--- config.mk ---
export PLATFORM = sky130hd
export DESIGN_NAME = weight_bias_loader
export DESIGN_NICKNAME = d
export VERILOG_FILES = /design/src/rtl/lenet_pkg.sv /design/src/rtl/weight_word_packer.sv /design/src/rtl/weight_bias_loader.sv
export SDC_FILE = /design/constraint.sdc
export NUM_CORES = 1
export LEC_CHECK = 0
export ABC_AREA = 1
export ABC_CLOCK_PERIOD_IN_PS = 6660
export CORE_MARGIN = 5
export CORE_UTILIZATION = 44
export CTS_BUF_LIST = sky130_fd_sc_hd__clkbuf_4 sky130_fd_sc_hd__clkbuf_8
export CTS_CLUSTER_DIAMETER = 150
export CTS_CLUSTER_SIZE = 24
export DETAILED_ROUTE_END_ITERATION = 16
export GPL_TIMING_DRIVEN = 0
export PLACE_DENSITY = 0.67
export SYNTH_ARGS = -nofsm -noshare
export SYNTH_HDL_FRONTEND = slang
export SYNTH_SLANG_ARGS = --single-unit
--- constraint.sdc ---
create_clock -name clk -period 6.66 [get_ports clk]
set_clock_uncertainty 0.15 [all_clocks]
set_input_delay 1.332 -clock clk [delete_from_list [all_inputs] [get_ports clk]]
set_output_delay 1.332 -clock clk [all_outputs]
set_load 0.05 [all_outputs]
--- src/rtl/lenet_pkg.sv ---
// ---------------------------------------------------------------------------
// lenet_pkg
// Shared constants and types for the LeNet weight/bias load path.
//   DATA_SIZE          bits per weight or bias byte
//   WORD_BYTES         bytes packed into one weight-RAM word (25 weights + bias)
//   WORD_WIDTH         weight-RAM word width
//   WEIGHT_ADDR_WIDTH  weight-RAM address width
//   WEIGHT_DEPTH       total weight-RAM words (two banks)
//   WEIGHT_BANK_DEPTH  words per bank; bank select lives in the SRAM array
//   loader_state_e     weight_bias_loader FSM states
// ---------------------------------------------------------------------------
package lenet_pkg;

    localparam int DATA_SIZE         = 8;
    localparam int WORD_BYTES        = 26;
    localparam int WORD_WIDTH        = WORD_BYTES * DATA_SIZE;
    localparam int WEIGHT_ADDR_WIDTH = 11;
    localparam int WEIGHT_DEPTH      = 1040;
    localparam int WEIGHT_BANK_DEPTH = 520;
    localparam int BYTE_CNT_WIDTH    = 5;

    typedef enum logic [2:0] {
        LD_IDLE  = 3'd0,
        LD_CHECK = 3'd1,
        LD_FILL  = 3'd2,
        LD_WRITE = 3'd3,
        LD_FIN   = 3'd4
    } loader_state_e;

    // One bit wider than the address so base+count cannot wrap before the compare.
    function automatic logic request_exceeds_depth(
        input logic [WEIGHT_ADDR_WIDTH-1:0] base,
        input logic [WEIGHT_ADDR_WIDTH-1:0] count
    );
        logic [WEIGHT_ADDR_WIDTH:0] end_addr;
        end_addr = {1'b0, base} + {1'b0, count};
        return end_addr > (WEIGHT_ADDR_WIDTH + 1)'(WEIGHT_DEPTH);
    endfunction

endpackage

--- src/rtl/weight_word_packer.sv ---
// ---------------------------------------------------------------------------
// weight_word_packer
// Shift register that assembles WORD_BYTES bytes into one weight-RAM word.
// The first byte of a word ends up in the top byte lane, the last (bias) in
// the bottom lane.
//   clk_i        clock
//   rst_i        synchronous active-high reset
//   clear_i      drop any partial word and restart at byte 0
//   accept_i     a byte is being accepted this cycle
//   byte_i       byte payload
//   word_next_o  word contents including the byte accepted this cycle
//   word_full_o  the byte accepted this cycle completes the word
// ---------------------------------------------------------------------------
module weight_word_packer
    import lenet_pkg::*;
(
    input  logic                  clk_i,
    input  logic                  rst_i,
    input  logic                  clear_i,
    input  logic                  accept_i,
    input  logic [DATA_SIZE-1:0]  byte_i,
    output logic [WORD_WIDTH-1:0] word_next_o,
    output logic                  word_full_o
);

    logic [WORD_WIDTH-1:0]     word_q, word_d;
    logic [BYTE_CNT_WIDTH-1:0] cnt_q, cnt_d;

    assign word_full_o = accept_i && (cnt_q == BYTE_CNT_WIDTH'(WORD_BYTES - 1));

    // Exposing the post-shift value lets the caller capture the finished word
    // on the same edge the last byte arrives, with no extra cycle.
    assign word_next_o = accept_i ? {word_q[WORD_WIDTH-DATA_SIZE-1:0], byte_i} : word_q;

    always_comb begin
        word_d = word_q;
        cnt_d  = cnt_q;
        if (clear_i) begin
            word_d = '0;
            cnt_d  = '0;
        end else if (accept_i) begin
            word_d = word_next_o;
            cnt_d  = word_full_o ? '0 : cnt_q + BYTE_CNT_WIDTH'(1);
        end
    end

    always_ff @(posedge clk_i) begin
        if (rst_i) begin
            word_q <= '0;
            cnt_q  <= '0;
        end else begin
            word_q <= word_d;
            cnt_q  <= cnt_d;
        end
    end

endmodule

--- src/rtl/weight_bias_loader.sv ---
// ---------------------------------------------------------------------------
// weight_bias_loader
// Writes a stream of weight/bias bytes into the weight RAM, one packed word
// per WORD_BYTES bytes, at consecutive addresses from a programmed base.
//   clk, rst      clock, synchronous active-high reset
//   start         one-cycle load request (only honoured when idle)
//   base_addr     first word address, captured with start
//   word_count    number of words to load, captured with start
//   s_valid/s_data/s_ready   byte stream input
//   sram_ena/sram_wea/sram_addra/sram_din   weight-RAM write port
//   busy          request in progress
//   done          one-cycle completion pulse
//   err           one-cycle pulse with done when the request is out of range
//   dbg_state     current FSM state
//
// Byte handshake: a byte transfers on a rising edge where s_valid and s_ready
// are both high. s_ready depends only on the FSM state (never on s_valid);
// the source may raise or drop s_valid at any time and must hold s_data
// stable while s_valid is high.
// ---------------------------------------------------------------------------
module weight_bias_loader
    import lenet_pkg::*;
(
    input  logic                         clk,
    input  logic                         rst,
    input  logic                         start,
    input  logic [WEIGHT_ADDR_WIDTH-1:0] base_addr,
    input  logic [WEIGHT_ADDR_WIDTH-1:0] word_count,
    input  logic                         s_valid,
    input  logic [DATA_SIZE-1:0]         s_data,
    output logic                         s_ready,
    output logic                         sram_ena,
    output logic                         sram_wea,
    output logic [WEIGHT_ADDR_WIDTH-1:0] sram_addra,
    output logic [WORD_WIDTH-1:0]        sram_din,
    output logic                         busy,
    output logic                         done,
    output logic                         err,
    output loader_state_e                dbg_state
);

    loader_state_e                state_q, state_d;
    logic [WEIGHT_ADDR_WIDTH-1:0] base_q, base_d;
    logic [WEIGHT_ADDR_WIDTH-1:0] count_q, count_d;
    logic [WEIGHT_ADDR_WIDTH-1:0] written_q, written_d;

    logic                         s_ready_q, s_ready_d;
    logic                         ena_q, ena_d;
    logic [WEIGHT_ADDR_WIDTH-1:0] addra_q, addra_d;
    logic [WORD_WIDTH-1:0]        din_q, din_d;
    logic                         busy_q, busy_d;
    logic                         done_q, done_d;
    logic                         err_q, err_d;

    logic                         byte_accept;
    logic                         word_full;
    logic [WORD_WIDTH-1:0]        word_next;

    assign byte_accept = s_valid && s_ready_q;

    weight_word_packer u_packer (
        .clk_i       (clk),
        .rst_i       (rst),
        .clear_i     (state_q == LD_CHECK),
        .accept_i    (byte_accept),
        .byte_i      (s_data),
        .word_next_o (word_next),
        .word_full_o (word_full)
    );

    always_comb begin
        state_d   = state_q;
        base_d    = base_q;
        count_d   = count_q;
        written_d = written_q;
        addra_d   = addra_q;
        din_d     = din_q;
        err_d     = 1'b0;

        unique case (state_q)
            LD_IDLE: begin
                if (start) begin
                    base_d    = base_addr;
                    count_d   = word_count;
                    written_d = '0;
                    state_d   = LD_CHECK;
                end
            end
            LD_CHECK: begin
                if (count_q == '0) begin
                    state_d = LD_FIN;
                end else if (request_exceeds_depth(base_q, count_q)) begin
                    state_d = LD_FIN;
                    err_d   = 1'b1;
                end else begin
                    state_d = LD_FILL;
                end
            end
            LD_FILL: begin
                // Address and data are captured as the last byte lands so
                // they are already on the port during the WRITE cycle.
                if (word_full) begin
                    addra_d = base_q + written_q;
                    din_d   = word_next;
                    state_d = LD_WRITE;
                end
            end
            LD_WRITE: begin
                written_d = written_q + WEIGHT_ADDR_WIDTH'(1);
                state_d   = (written_d == count_q) ? LD_FIN : LD_FILL;
            end
            LD_FIN: begin
                state_d = LD_IDLE;
            end
            default: begin
                state_d = LD_IDLE;
            end
        endcase

        // Flag outputs are registered from the next state so each one is
        // high exactly while the FSM sits in the matching state.
        s_ready_d = (state_d == LD_FILL);
        ena_d     = (state_d == LD_WRITE);
        busy_d    = (state_d != LD_IDLE);
        done_d    = (state_d == LD_FIN);
    end

    always_ff @(posedge clk) begin
        if (rst) begin
            state_q   <= LD_IDLE;
            base_q    <= '0;
            count_q   <= '0;
            written_q <= '0;
            s_ready_q <= 1'b0;
            ena_q     <= 1'b0;
            addra_q   <= '0;
            din_q     <= '0;
            busy_q    <= 1'b0;
            done_q    <= 1'b0;
            err_q     <= 1'b0;
        end else begin
            state_q   <= state_d;
            base_q    <= base_d;
            count_q   <= count_d;
            written_q <= written_d;
            s_ready_q <= s_ready_d;
            ena_q     <= ena_d;
            addra_q   <= addra_d;
            din_q     <= din_d;
            busy_q    <= busy_d;
            done_q    <= done_d;
            err_q     <= err_d;
        end
    end

    assign s_ready    = s_ready_q;
    assign sram_ena   = ena_q;
    assign sram_wea   = ena_q;
    assign sram_addra = addra_q;
    assign sram_din   = din_q;
    assign busy       = busy_q;
    assign done       = done_q;
    assign err        = err_q;
    assign dbg_state  = state_q;

endmodule

# [After elaboration in Yosys (flattened, before gate mapping)]
# Cells that the tools add are included.
# W data, S select, Z words.
[word_totals] reg_bits=473 in_bits=34 output_inout_bits=228 elab_cells=50
[classes] n_mux=11 addsub=4 eq_ne=9 n_bitwise=1 n_reduce_logical=11 order_cmp=1
[ops] operator="$mux W208" n=1
[ops] operator="$pmux W11 S2" n=1
[ops] operator="$mux W3" n=5
[ops] operator="$add A11 B11 Y12" n=1
[ops] operator="$eq A3 B2 Y1 const B" n=4
[ops] operator="$gt A12 B11 Y1 const B" n=1
[ops] operator="$pmux W3 S4" n=1
[ops] operator="$add A11 B1 Y11 const B" n=1
[ops] operator="$add A11 B11 Y11" n=1
[ops] operator="$eq A11 B11 Y1" n=1
[ops] operator="$logic_not A11 Y1" n=1
[ops] operator="$mux W11" n=1
[ops] operator="$reduce_and A2 Y1" n=3
[ops] operator="$add A5 B1 Y5 const B" n=1
[ops] operator="$eq A5 B5 Y1 const B" n=1
[ops] operator="$mux W5" n=1
[ops] operator="$eq A3 B1 Y1 const B" n=1
[ops] operator="$eq A3 B3 Y1 const B" n=1
[ops] operator="$logic_not A3 Y1" n=1
[ops] operator="$reduce_bool A3 Y1" n=1
[ops] operator="$reduce_or A3 Y1" n=1
[ops] operator="$logic_and A1 B1 Y1" n=2
[ops] operator="$ne A2 B2 Y1 const B" n=1
[ops] operator="$reduce_bool A2 Y1" n=1
[ops] operator="3 further kinds" n=3

# [Depth between registers and ports, before layout]
# Gate-level depths: netlist (run 1).
[depth] word_depth=6 ltp_mapped=18 mapped_depth_nobuf=18

# [Cells and area by module]
# From an unflattened synthesis (run 1), not the netlist that was laid out.
[hier_totals] cells_unflattened=2598 area_unflattened_um2=19257.2
[modules_own_cells] mod="weight_bias_loader" seq_area_each_um2=5205.0 area_each_um2=10503.8 n_inst=1 cells_per_inst=1445
[modules_own_cells] mod="weight_word_packer" seq_area_each_um2=4264.1 area_each_um2=8753.4 n_inst=1 cells_per_inst=1153

# [Worst setup path before layout (run 1)]
# OpenSTA, ideal clock, no wires.
[synth_path] path_type="input port to flip-flop" from="in s_valid" to="reg din_q[100], in the netlist sram_din[100]" path_stages=8 t_required_ns=6.375 setup_ns=0.135 path_buffers=3 slack_ns=3.867 t_arrival_ns=2.508 path_cell_list="nand2_1 > nor4_2 > nand3_1 > inv_2 > buf_4 > buf_2 > buf_2 > a211oi_1"
[synth_between] elab_chain_cells=3 elab_cells_between_ends=4 classes_between="mux (1); reduce/logical (3)"
[synth_rtl] element="start, declared" line_no="weight_bias_loader.sv:29" source="input logic s_valid,"
[synth_rtl] element="$logic_and A1 B1 Y1 *" line_no="weight_bias_loader.sv:59" source="assign byte_accept = s_valid && s_ready_q;"
[synth_rtl] element="$logic_and A1 B1 Y1" line_no="weight_word_packer.sv:29" source="assign word_full_o = accept_i && (cnt_q == BYTE_CNT_WIDTH'(WORD_BYTES - 1));"
[synth_rtl] element="$reduce_and A2 Y1 (no source line)"
[synth_rtl] element="end signal, assigned" line_no="weight_bias_loader.sv:149" source="din_q <= din_d;"
[synth_rtl] element="end, declared" line_no="weight_bias_loader.sv:50" source="logic [WORD_WIDTH-1:0] din_q, din_d;"
# Mark *: on every way between the ends. The rest lies on a longest branch, timed or not.
# A chain may end at the register's enable or synchronous reset.

# [Worst setup path in the final report (run 1)]
[layout_path] from="in s_valid" to="reg din_q[26], in the netlist sram_din[26]"
# Same word-level chain as after synthesis.

==> flow_summary_export.csv, run 1 <==
group,metric,value,unit
status,status,"finished, final reports clean",
yosys,yosysUniqueCellTypes,37,
sta,tightest_slew,0.926,ns
clock_tree,postCtsHoldBufs,0,
yosys,ys_ff_latch,473,
grt,grt_start_max_net_pins,25,
clock_tree,numClockSinks,473,
grt,grt_overflow,0,
setup_path,r2r_slack,3.97,ns
power_and_ir_drop,p_leak,9.20,nW
die,boundaryPins,262,
setup_path,cp_data_arrival_time,3.77,ns
place,dp_cells,2696,
clock_tree,cts-root-buf,"clkbuf_8",
clock_tree,insertion_delay,0.61,ns
final_layout,diodes,0,
sta,slew_viol_final,0,
grt,grt_pass1_wl,74.8,mm
die,die-area,44300,µm²
min_path,min_path_type,"reg2reg",
setup_path,critPathKind,"in2reg",
setup_path,cp_max_fo,10,
clock_tree,clk_pin_slew_worst_paths,0.14,ns
drt,num_vias,14000,
yosys,avgSynthCellArea,9.27,µm²
die,die_y,211,µm
final_layout,area_growth,20.4,%
place,place_worst_setup_slack,2.49,ns
yosys,synth-async-reset-ratio,0,
final_layout,multiInputGateArea,7300,µm²
job,maxCapViolations,0,
setup_path,cp.required,6.99,ns
yosys,yosys.area.top_type_share,0.535,
final_layout,fillers,3693,
sta,post-route-min-period,3.44,ns
yosys,synth_common_cells,"dfxtp_1 (473), nor2_1 (473), a211oi_1 (209)",
final_layout,nets,2256,
setup_path,ff2ff_path_depth,17,
drt,first_pass_iters,6,
die,rows,73,
drt,drc,0,
clock_tree,numCtsBuffers,23,
min_path,worstHoldStart,"sram_din[195]",
setup_path,cp-endpoint,"sram_din[26]",
drt,drt-initial-drc-count,723,
setup_path,critPathLaunch,"s_valid",
sta,maxSlewHeadroom,0.383,
die,start_util,0.445,
grt,grt_use_total,0.205,
yosys,syn_nets,1970,
place,gp_congestion,0.868,
clock_tree,cts.htree.levels,1,
yosys,synthFlopType,"dfxtp_1",
sta,fmax,291,MHz
yosys,synth.area.top_cells,"dfxtp_1 (53%), mux2i_1 (12%), nor2_1 (10%)",
drt,wl_per_cell,17.4,µm
drt,vias_per_cell,5.15,
power_and_ir_drop,power.density,209,nW/µm²
power_and_ir_drop,ir_drop,0.000138,V
place,place_hpwl,36.0,mm
yosys,synth_cells,1910,
drt,routed_wl,47.3,mm
drt,ant_nets,0,
die,placeableCoreArea,39700,µm²
setup_path,reg2reg_to,"busy",
die,die_width,211,µm
sta,setup_tns,0,ns
clock_tree,cts_setup_buffers,0,
setup_path,start_kind,"input port",
sta,hold_viol,0,
grt,antenna_found_initial,0,
sta,timing.final.ws_setup,3.22,ns
yosys,synth_edf_count,0,
final_layout,instances_no_fill,2721,
power_and_ir_drop,finalPower,4.45,mW
final_layout,ff_latch_area,9470,µm²
setup_path,endpoint_kind,"flip-flop",
setup_path,r2r-start,"base_q[0]",
clock_tree,cts_tree,"done",
clock_tree,cts_resized,0,
place,portBuffers,261,
final_layout,utilization,0.536,
yosys,seq_area_frac_synth,0.535,
yosys,synth_top_cell_by_area,"dfxtp_1",
final_layout,drive_gt1_frac,0.0551,
yosys,yosys_warnings,0,
sta,rsz0062_at_grt,"no",
yosys,netlist_area,17700,µm²
clock_tree,cts_buffer_depth,3,
sta,post-route-period-util,0.517,
sta,setup_viol_count_final,0,
grt,grt_pass1_vias,13800,
-- through the flow --
stage,instance area [µm²],hold WS (ns)
final,21300,0.350
after global routing,21300,0.364
after CTS,21300,0.352
after detailed placement,21000,0.334
after global placement,21000,0.321
after floorplan,17700,0.311
-- cell families (layout without fill, tap and decap cells) --
group                    after synthesis  in the layout  share of synthesized area
adder cells (fa/ha/maj)               26             26                     0.0192
XOR/XNOR                              15             15                    0.00742
AO/OA/AOI/OAI                        302            302                      0.117
AND/OR/NAND/NOR                      675            675                      0.152
buffers and inverters                211            497                     0.0524
multiplexers                         208            208                      0.118
flip-flops                           473            473                      0.535
-- state kept, by name (all words and copies together) (netlist names) --
| signal | flops |
|---|---|
| done | 1 |
| count_q | 11 |
| u_packer.word_q | 208 |
| busy | 1 |
| sram_din | 208 |
| base_q | 11 |
| written_q | 11 |
| sram_ena | 1 |
| u_packer.cnt_q | 5 |
| sram_addra | 11 |
| s_ready | 1 |
| dbg_state | 3 |
| err | 1 |
-- cells in the final DEF (no fill, tap or decap), types with 6 or more instances in the layout --
master           Yosys  routed
buf_4               15      15
dfxtp_1            473     473
nand2_1            127     127
nand4_1              9       9
nor2_1             473     473
clkdlybuf4s50_1      0     261
nand3_1             44      44
a211oi_1           209     209
nor3_1               6       6
xor2_1              11      11
buf_2               63      63
mux2i_1            208     208
clkbuf_8             0      23
ha_1                24      24
o21ai_0             35      35
clkbuf_1            50      50
a21oi_1             45      45
inv_1               77      77
-- where the power goes --
part	total (mW)	internal, mW	switching [mW]
combinational	0.412	0.141	0.271
clock	1.16	0.320	0.841
sequential	2.88	2.85	0.0240
-- worst min-delay path by stage --
| stage | to | slack, ns | depth (start not counted) |
|---|---|---|---|
| after floorplan | u_packer.word_q[200] | 0.31 | 2 |
| after global placement | sram_addra[0] | 0.32 | 2 |
| after detailed placement | sram_din[161] | 0.33 | 2 |
| after CTS | sram_din[150] | 0.35 | 2 |
| after global routing | sram_din[131] | 0.36 | 2 |
| final | sram_din[195] | 0.35 | 2 |
-- cell type report --
type / count / area share
Buffer: 130 / 0.0293
Clock buffer: 23 / 0.0149
Clock inverter: 2 / 0.000764
Inverter: 81 / 0.0143
Multi-Input combinational cell: 1226 / 0.343
Sequential cell: 473 / 0.445
Tap cell: 525 / 0.0308
Timing Repair Buffer: 261 / 0.123
-- critical path, cell delays in order --
cell,delay (ns)
clkdlybuf4s50_1,0.53
nand2_1,0.19
nor4_2,0.33
nand3_1,0.33
inv_2,0.14
buf_4,0.19
buf_2,0.32
buf_2,0.28
a211oi_1,0.11
-- per-layer routing --
layer | GRT usage | routed length (µm) | share of wire
met2 | 0.338 | 21600 | 0.46
met3 | 0.0374 | 2440 | 0.052
met1 | 0.282 | 22000 | 0.47
met5 | 0 | 0 | 0
met4 | 0.0492 | 1220 | 0.026
Note: power is estimated with default switching activity, not from simulation.
==> run 2: changes to the inputs <==
--- a/config.mk
+++ b/config.mk
@@ -6,7 +6,7 @@
 export NUM_CORES = 1
 export LEC_CHECK = 0
 export ABC_AREA = 1
-export ABC_CLOCK_PERIOD_IN_PS = 6660
+export ABC_CLOCK_PERIOD_IN_PS = 3330
 export CORE_MARGIN = 5
 export CORE_UTILIZATION = 44
 export CTS_BUF_LIST = sky130_fd_sc_hd__clkbuf_4 sky130_fd_sc_hd__clkbuf_8
==> constraint.sdc (replaced) <==
create_clock -name clk -period 3.33 [get_ports clk]
set_clock_uncertainty 0.15 [all_clocks]
set_input_delay 0.666 -clock clk [delete_from_list [all_inputs] [get_ports clk]]
set_output_delay 0.666 -clock clk [all_outputs]
set_load 0.05 [all_outputs]
==> results of run 2 <==
The final DEF is identical to that of run 1. Status: finished, final reports clean.
Main changes from that run: setup slack after placement 2.49 ns -> -0.175 ns; setup slack after layout 3.22 ns -> 0.556 ns; register-to-register setup slack 3.97 ns -> 0.64 ns; total power 4.45 mW -> 8.90 mW; worst IR drop on VDD 0.000138 V -> 0.000276 V
==> run 3: changes to the inputs <==
--- a/config.mk
+++ b/config.mk
@@ -6,7 +6,7 @@
 export NUM_CORES = 1
 export LEC_CHECK = 0
 export ABC_AREA = 1
-export ABC_CLOCK_PERIOD_IN_PS = 3330
+export ABC_CLOCK_PERIOD_IN_PS = 2400
 export CORE_MARGIN = 5
 export CORE_UTILIZATION = 44
 export CTS_BUF_LIST = sky130_fd_sc_hd__clkbuf_4 sky130_fd_sc_hd__clkbuf_8
@@ -14,7 +14,7 @@
 export CTS_CLUSTER_SIZE = 24
 export DETAILED_ROUTE_END_ITERATION = 16
 export GPL_TIMING_DRIVEN = 0
-export PLACE_DENSITY = 0.67
+export PLACE_DENSITY = 0.7
 export SYNTH_ARGS = -nofsm -noshare
 export SYNTH_HDL_FRONTEND = slang
 export SYNTH_SLANG_ARGS = --single-unit
==> constraint.sdc (replaced) <==
create_clock -name clk -period 2.4 [get_ports clk]
set_clock_uncertainty 0.15 [all_clocks]
set_input_delay 0.48 -clock clk [delete_from_list [all_inputs] [get_ports clk]]
set_output_delay 0.48 -clock clk [all_outputs]
set_load 0.05 [all_outputs]
==> flow_summary_export.csv, run 3 (synthesis results as in run 1) <==
group,metric,value,unit
grt,grt_overflow,0,
final_layout,ff_latch_area,9490,µm²
setup_path,cp_slowest_stage_delay,0.51,ns
final_layout,nets,2263,
min_path,min_path_type,"in2reg",
power_and_ir_drop,ir_drop,0.000402,V
power_and_ir_drop,p_leak,10.4,nW
grt,grt_start_max_net_pins,25,
grt,antenna_found_initial,3,
drt,wl_per_cell,17.4,µm
setup_path,cp_max_fo,3,
setup_path,critPathKind,"reg2reg",
grt,grt_pass1_vias,13800,
setup_path,start_kind,"flip-flop",
setup_path,cp.required,2.78,ns
sta,slew_viol_final,0,
setup_path,cpMaxStageDelayCell,"fa_2",
drt,ant_nets,0,
setup_path,cp_common_cell,"nand2_1",
sta,fmax,415,MHz
job,maxCapViolations,0,
final_layout,utilization,0.536,
final_layout,fillers,3737,
final_layout,mostFrequentLayoutCell,"nor2_1",
status,status,"finished with violations",
clock_tree,postCtsHoldBufs,0,
final_layout,drive_gt1_frac,0.0754,
place,place_hpwl,36.2,mm
clock_tree,cts_buffer_depth,3,
drt,drt-initial-drc-count,809,
setup_path,cp_data_arrival_time,2.79,ns
die,die-area,44300,µm²
sta,post-route-min-period,2.41,ns
status,violations,"negative setup slack",
drt,first_pass_iters,5,
grt,grt_use_total,0.203,
final_layout,area_growth,20.2,%
place,placed_area,21000,µm²
setup_path,endpoint_kind,"flip-flop",
clock_tree,clk_pin_slew_worst_paths,0.16,ns
die,start_util,0.445,
die,boundaryPins,262,
final_layout,multiInputGateArea,7430,µm²
setup_path,path_cells,"ha_4 -> inv_2 -> fa_2 -> nand2_1 -> nor2_1 -> nand3_1 -> nand2_1 -> nand2_1 -> nor2_1 -> nand4_1 -> nand2_2 -> nand3_2 -> nand2_2 -> nand3_2 -> nand2_1 -> nand2_1",
drt,drc,0,
final_layout,final_cell_mix,"nor2_1 (472), dfxtp_1 (466), dlygate4sd2_1 (228)",
drt,routed_wl,47.4,mm
sta,hold_viol,0,
clock_tree,cts.htree.levels,1,
final_layout,diodes,0,
drt,vias_per_cell,5.15,
sta,maxSlewHeadroom,0.471,
die,placeableCoreArea,39700,µm²
sta,setup_tns,-0.0117,ns
clock_tree,cts_tree,"done",
clock_tree,cts-root-buf,"clkbuf_8",
final_layout,final_area,21300,µm²
sta,setup_viol_count_final,1,
power_and_ir_drop,power.density,583,nW/µm²
place,place_worst_setup_slack,-0.902,ns
drt,num_vias,14000,
die,die_y,211,µm
die,rows,73,
place,gp_congestion,0.859,
grt,grt_pass1_wl,73.8,mm
sta,timing.final.ws_setup,-0.0117,ns
die,die_width,211,µm
clock_tree,numClockSinks,473,
clock_tree,insertion_delay,0.62,ns
place,portBuffers,261,
sta,post-route-period-util,1.00,
sta,rsz0062_at_grt,"yes",
sta,tightest_slew,0.793,ns
clock_tree,numCtsBuffers,23,
==> run 3: worst paths after layout <==
path / cells after the start / slack, ns / to / start
worst max-delay path: 16 / -0.01 / busy / base_q[0]
worst min-delay path: 3 / 0.31 / base_q[0] / base_addr[0]
worst max register to register: 16 / -0.01 / busy / base_q[0]
worst min register to register: 2 / 0.35 / sram_din[131] / sram_din[131]
==> run 3: layer usage <==
metal	vias up	track usage	wire length (µm)
met5	-	0	24
met4	4	0.0501	1140
met3	63	0.0417	2740
met2	305	0.341	22100
met1	6613	0.270	21300
li1	7053	-	-
==> run 3: through the flow <==
stage                     power [mW]  std cells  hold WS (ns)
final                           12.4       2728         0.312
after global routing            12.9       2728         0.304
after CTS                       12.5       2726         0.274
after detailed placement        9.30       2696         0.330
after global placement          9.28       2696         0.322
after floorplan                 8.96       1910         0.311
==> run 3: area by class of cell <==
type	instances	area share
Buffer	129	0.0320
Tap cell	525	0.0309
Timing Repair Buffer	269	0.112
Clock inverter	2	0.000764
Sequential cell	473	0.446
Multi-Input combinational cell	1226	0.349
Clock buffer	23	0.0149
Inverter	81	0.0143
==> run 3: power by group <==
group	switching, mW	internal, mW	total, mW
clock	2.33	0.889	3.22
sequential	0.0665	7.92	7.99
combinational	0.783	0.412	1.20
==> run 3: timing repair <==
item                       in CTS  in global routing
setup endpoints to repair     556                282
pin swaps                      13                 15
buffers inserted                5                  3
gates resized for setup       265                 36
==> run 3: worst max-delay path, delay by kind of cell, from the launching register on <==
family                     cells  cell delay [ns]
adders and majority gates      2             0.65
DFF                            1             0.40
buffers and inverters          1             0.03
and+or+nand+nor               13             1.08
==> edit (flow settings as in run 2) <==
One comparison of `cnt_q` changes from == to >=.
--- a/src/rtl/weight_word_packer.sv
+++ b/src/rtl/weight_word_packer.sv
@@ -28,3 +28,3 @@
 
-    assign word_full_o = accept_i && (cnt_q == BYTE_CNT_WIDTH'(WORD_BYTES - 1));
+    assign word_full_o = accept_i && (cnt_q >= BYTE_CNT_WIDTH'(WORD_BYTES - 1));
 
Behaviour: no difference found for any inputs over 4 cycles, from zero or initial values and one cycle with rst high; that may be too few to reach the edited logic, so the function may still have changed.
==> edit against run 2 <==
Worst setup slack worse by 0.13 ns. Utilization is 0.41 points lower. Wire length grew 7.7%. Sequential share of layout area down 0.87 points. Power rose by 6.3%. Cell area increased by 2.0%. Register-to-register slack worse by 0.13 ns. Via count grew 12%. Sequential cell count is the same. Sequential power up 3%. Area after synthesis grew 2.4%. Count of clock-buffer cells in the layout unchanged. Cell count increased by 12%. Global-route usage up 0.94 points. Largest cell class unchanged. Highest routed layer unchanged.
==> edit: results (changes against run 2) <==
| Metric | Value |
|---|---|
| Pre-antenna DRT Iters | `5 (-1)` |
| Vias in the first global route | `15,150 (+9.4%)` |
| Cell variety after synth | `40 (+8.1%)` |
| Crit-path max FO | `10 (unchanged)` |
| Fraction of layout cells with a size suffix above 1 | `3.551% (-2.0 points)` |
| WHS Path Cells | `1 (-1)` |
| Initial antenna violation count | `1 (+1)` |
| Yosys warning count | `0 (unchanged)` |
| Syn nets | `2,281 (+16%)` |
| Ant diodes | `0 (unchanged)` |
| Hold endpoint | `sram_din[77]$_SDFFE_PP0P_` |
| Worst r2r src | `dbg_state[2]$_SDFF_PP0_` |
| GR Util All Layers | `21.46% (+0.94 points)` |
| Post-DP HPWL | `38.66 mm (+7.4%)` |
| P_leak | `8.710 nW (-5.3%)` |
| Share of the yosys chip area belonging to registers | `52.25% (-1.3 points)` |
| Hold Crit Start | `sram_din[77]$_SDFFE_PP0P_` |
| Maximum vdd drop | `240.2 µV (-13%)` |
| Top FF cell, synth | `dfxtp_1` |
| Worst reg2reg path endpoint | `u_packer.word_q[125]$_SDFFE_PP0P_` |
| Post-synth top cells | `dfxtp_1, nand2_1, nor2_1, a21oi_1, o21ai_0` |
| Post-Synth XOR/XNOR Area | `0.6075% (-0.13 points)` |
| Flop-to-flop setup slack | `0.51 ns (-0.13 ns)` |
| Skew-Pair Late Insertion Delay | `0.61 ns (about the same)` |
| Clk buf depth | `3 (unchanged)` |
| Drt total wl | `50.93 mm (+7.7%)` |
| Fillcell total | `3,920 (+6.1%)` |
| First-pass GRT wire length | `79.22 mm (+5.9%)` |
| Largest net degree at the start of global routing | `25 (unchanged)` |
| Vias per std cell | `5.157 (+0.14%)` |
| Outcome | `finished, final reports clean` |
| Nets@finish | `2,566 (+14%)` |
| Total CTS buffers | `23 (unchanged)` |
| Initial drt markers | `927 (+28%)` |
| Hold WC Path Type | `reg2reg` |
| Synth Area in Compound Gates | `22.66% (+11 points)` |
| Adder-cell share of the synthesized area | `1.878% (-0.045 points)` |
| Area contributors post-synth | `dfxtp_1, o21a_1, a21oi_1` |
| Worst slew margin | `36.79% (-1.5 points)` |
| GPL Wtd Cong | `0.8884 (+2.4%)` |
| DP Area | `0.02139 mm² (+2.0%)` |
| Asr flop ratio synth | `0% (unchanged)` |
| Clock-pin transition on the worst setup and hold timing paths | `0.14 ns (about the same)` |
| Mux cell area share after synthesis | `0.8837% (-11 points)` |
| R2R depth | `9 (-8)` |
| IO Port Bufs | `260 (-0.38%)` |
| Critical Path AT | `3.24 ns (+0.13 ns)` |
[edit: changes by cell type in the layout (fill, tap and decap cells not counted), sizes merged, moves of 12 or more]
cell / delta
clkbuf: +32
buf: -12
nor2: -209
a211oi: -208
nand2: +200
mux2i: -192
a21oi: +206
o21ai: +191
o21a: +211
inv: +86
[edit: cell families (layout without fill, tap and decap cells)]
| logic type | count (synthesis) | count (layout) |
|---|---|---|
| AO/OA/AOI/OAI | 705 | 705 |
| AND/OR/NAND/NOR | 672 | 672 |
| buffers and inverters | 318 | 603 |
| flip-flops | 473 | 473 |
| multiplexers | 16 | 16 |
| adder cells (fa/ha/maj) | 26 | 26 |
| XOR/XNOR | 11 | 11 |
[edit: worst max-delay path, stage by stage]
cell and delay, ns:
clkbuf_1 0.62, nor2_1 0.19, inv_1 0.11, clkbuf_1 0.66
clkbuf_1 0.57, buf_2 0.33, nor2_1 0.07
[edit: final cells by class]
type                       instances  area share, %
buffer                           150          2.914
clock buffer                      23          1.457
clock inverter                     2        0.07487
inverter                         168          2.903
multi-input combinational       1430          34.02
sequential                       473          43.59
tap                              532          3.064
timing repair buffer             260          11.98
[edit: worst max path at each step]
| stage | startpoint | slack (ns) | endpoint |
|---|---|---|---|
| final | rst | 0.43 | u_packer.word_q[125]$_SDFFE_PP0P_ |
| after global placement | rst | -0.20 | u_packer.word_q[182]$_SDFFE_PP0P_ |
| after global routing | dbg_state[2]$_SDFF_PP0_ | 0.27 | u_packer.word_q[123]$_SDFFE_PP0P_ |
| after floorplan | s_ready$_SDFF_PP0_ | 1.15 | sram_addra[9]$_SDFFE_PP0P_ |
| after CTS | rst | 0.42 | u_packer.word_q[125]$_SDFFE_PP0P_ |
| after detailed placement | rst | -0.24 | u_packer.word_q[185]$_SDFFE_PP0P_ |
[edit: where the power goes]
group          switching [mW]  leakage, nW  internal (mW)
logic                   0.827         4.72          0.392
registers               0.102         3.82           5.82
clock network            1.68        0.170          0.641
total                    2.61         8.71           6.85
[edit: per-stage QoR]
stage | utilization, % | hold WS (ns) | worst slack [ns] | cells
floorplan | - | 0.2995 | 1.153 | 2221
global placement | 52.39 | 0.2966 | -0.2033 | 3013
detailed placement | 52.39 | 0.3019 | -0.2387 | 3013
CTS | 53.21 | 0.3338 | 0.4169 | 3038
global route | 53.21 | 0.3453 | 0.2705 | 3038
finish | 53.21 | 0.3287 | 0.4258 | 3038
[edit: metal layers]
layer | global-route usage (%) | routed length [µm]
met4 | 5.209 | 1170
met3 | 3.438 | 2663
met5 | 0 | 0
met2 | 36.36 | 24040
met1 | 28.91 | 23060
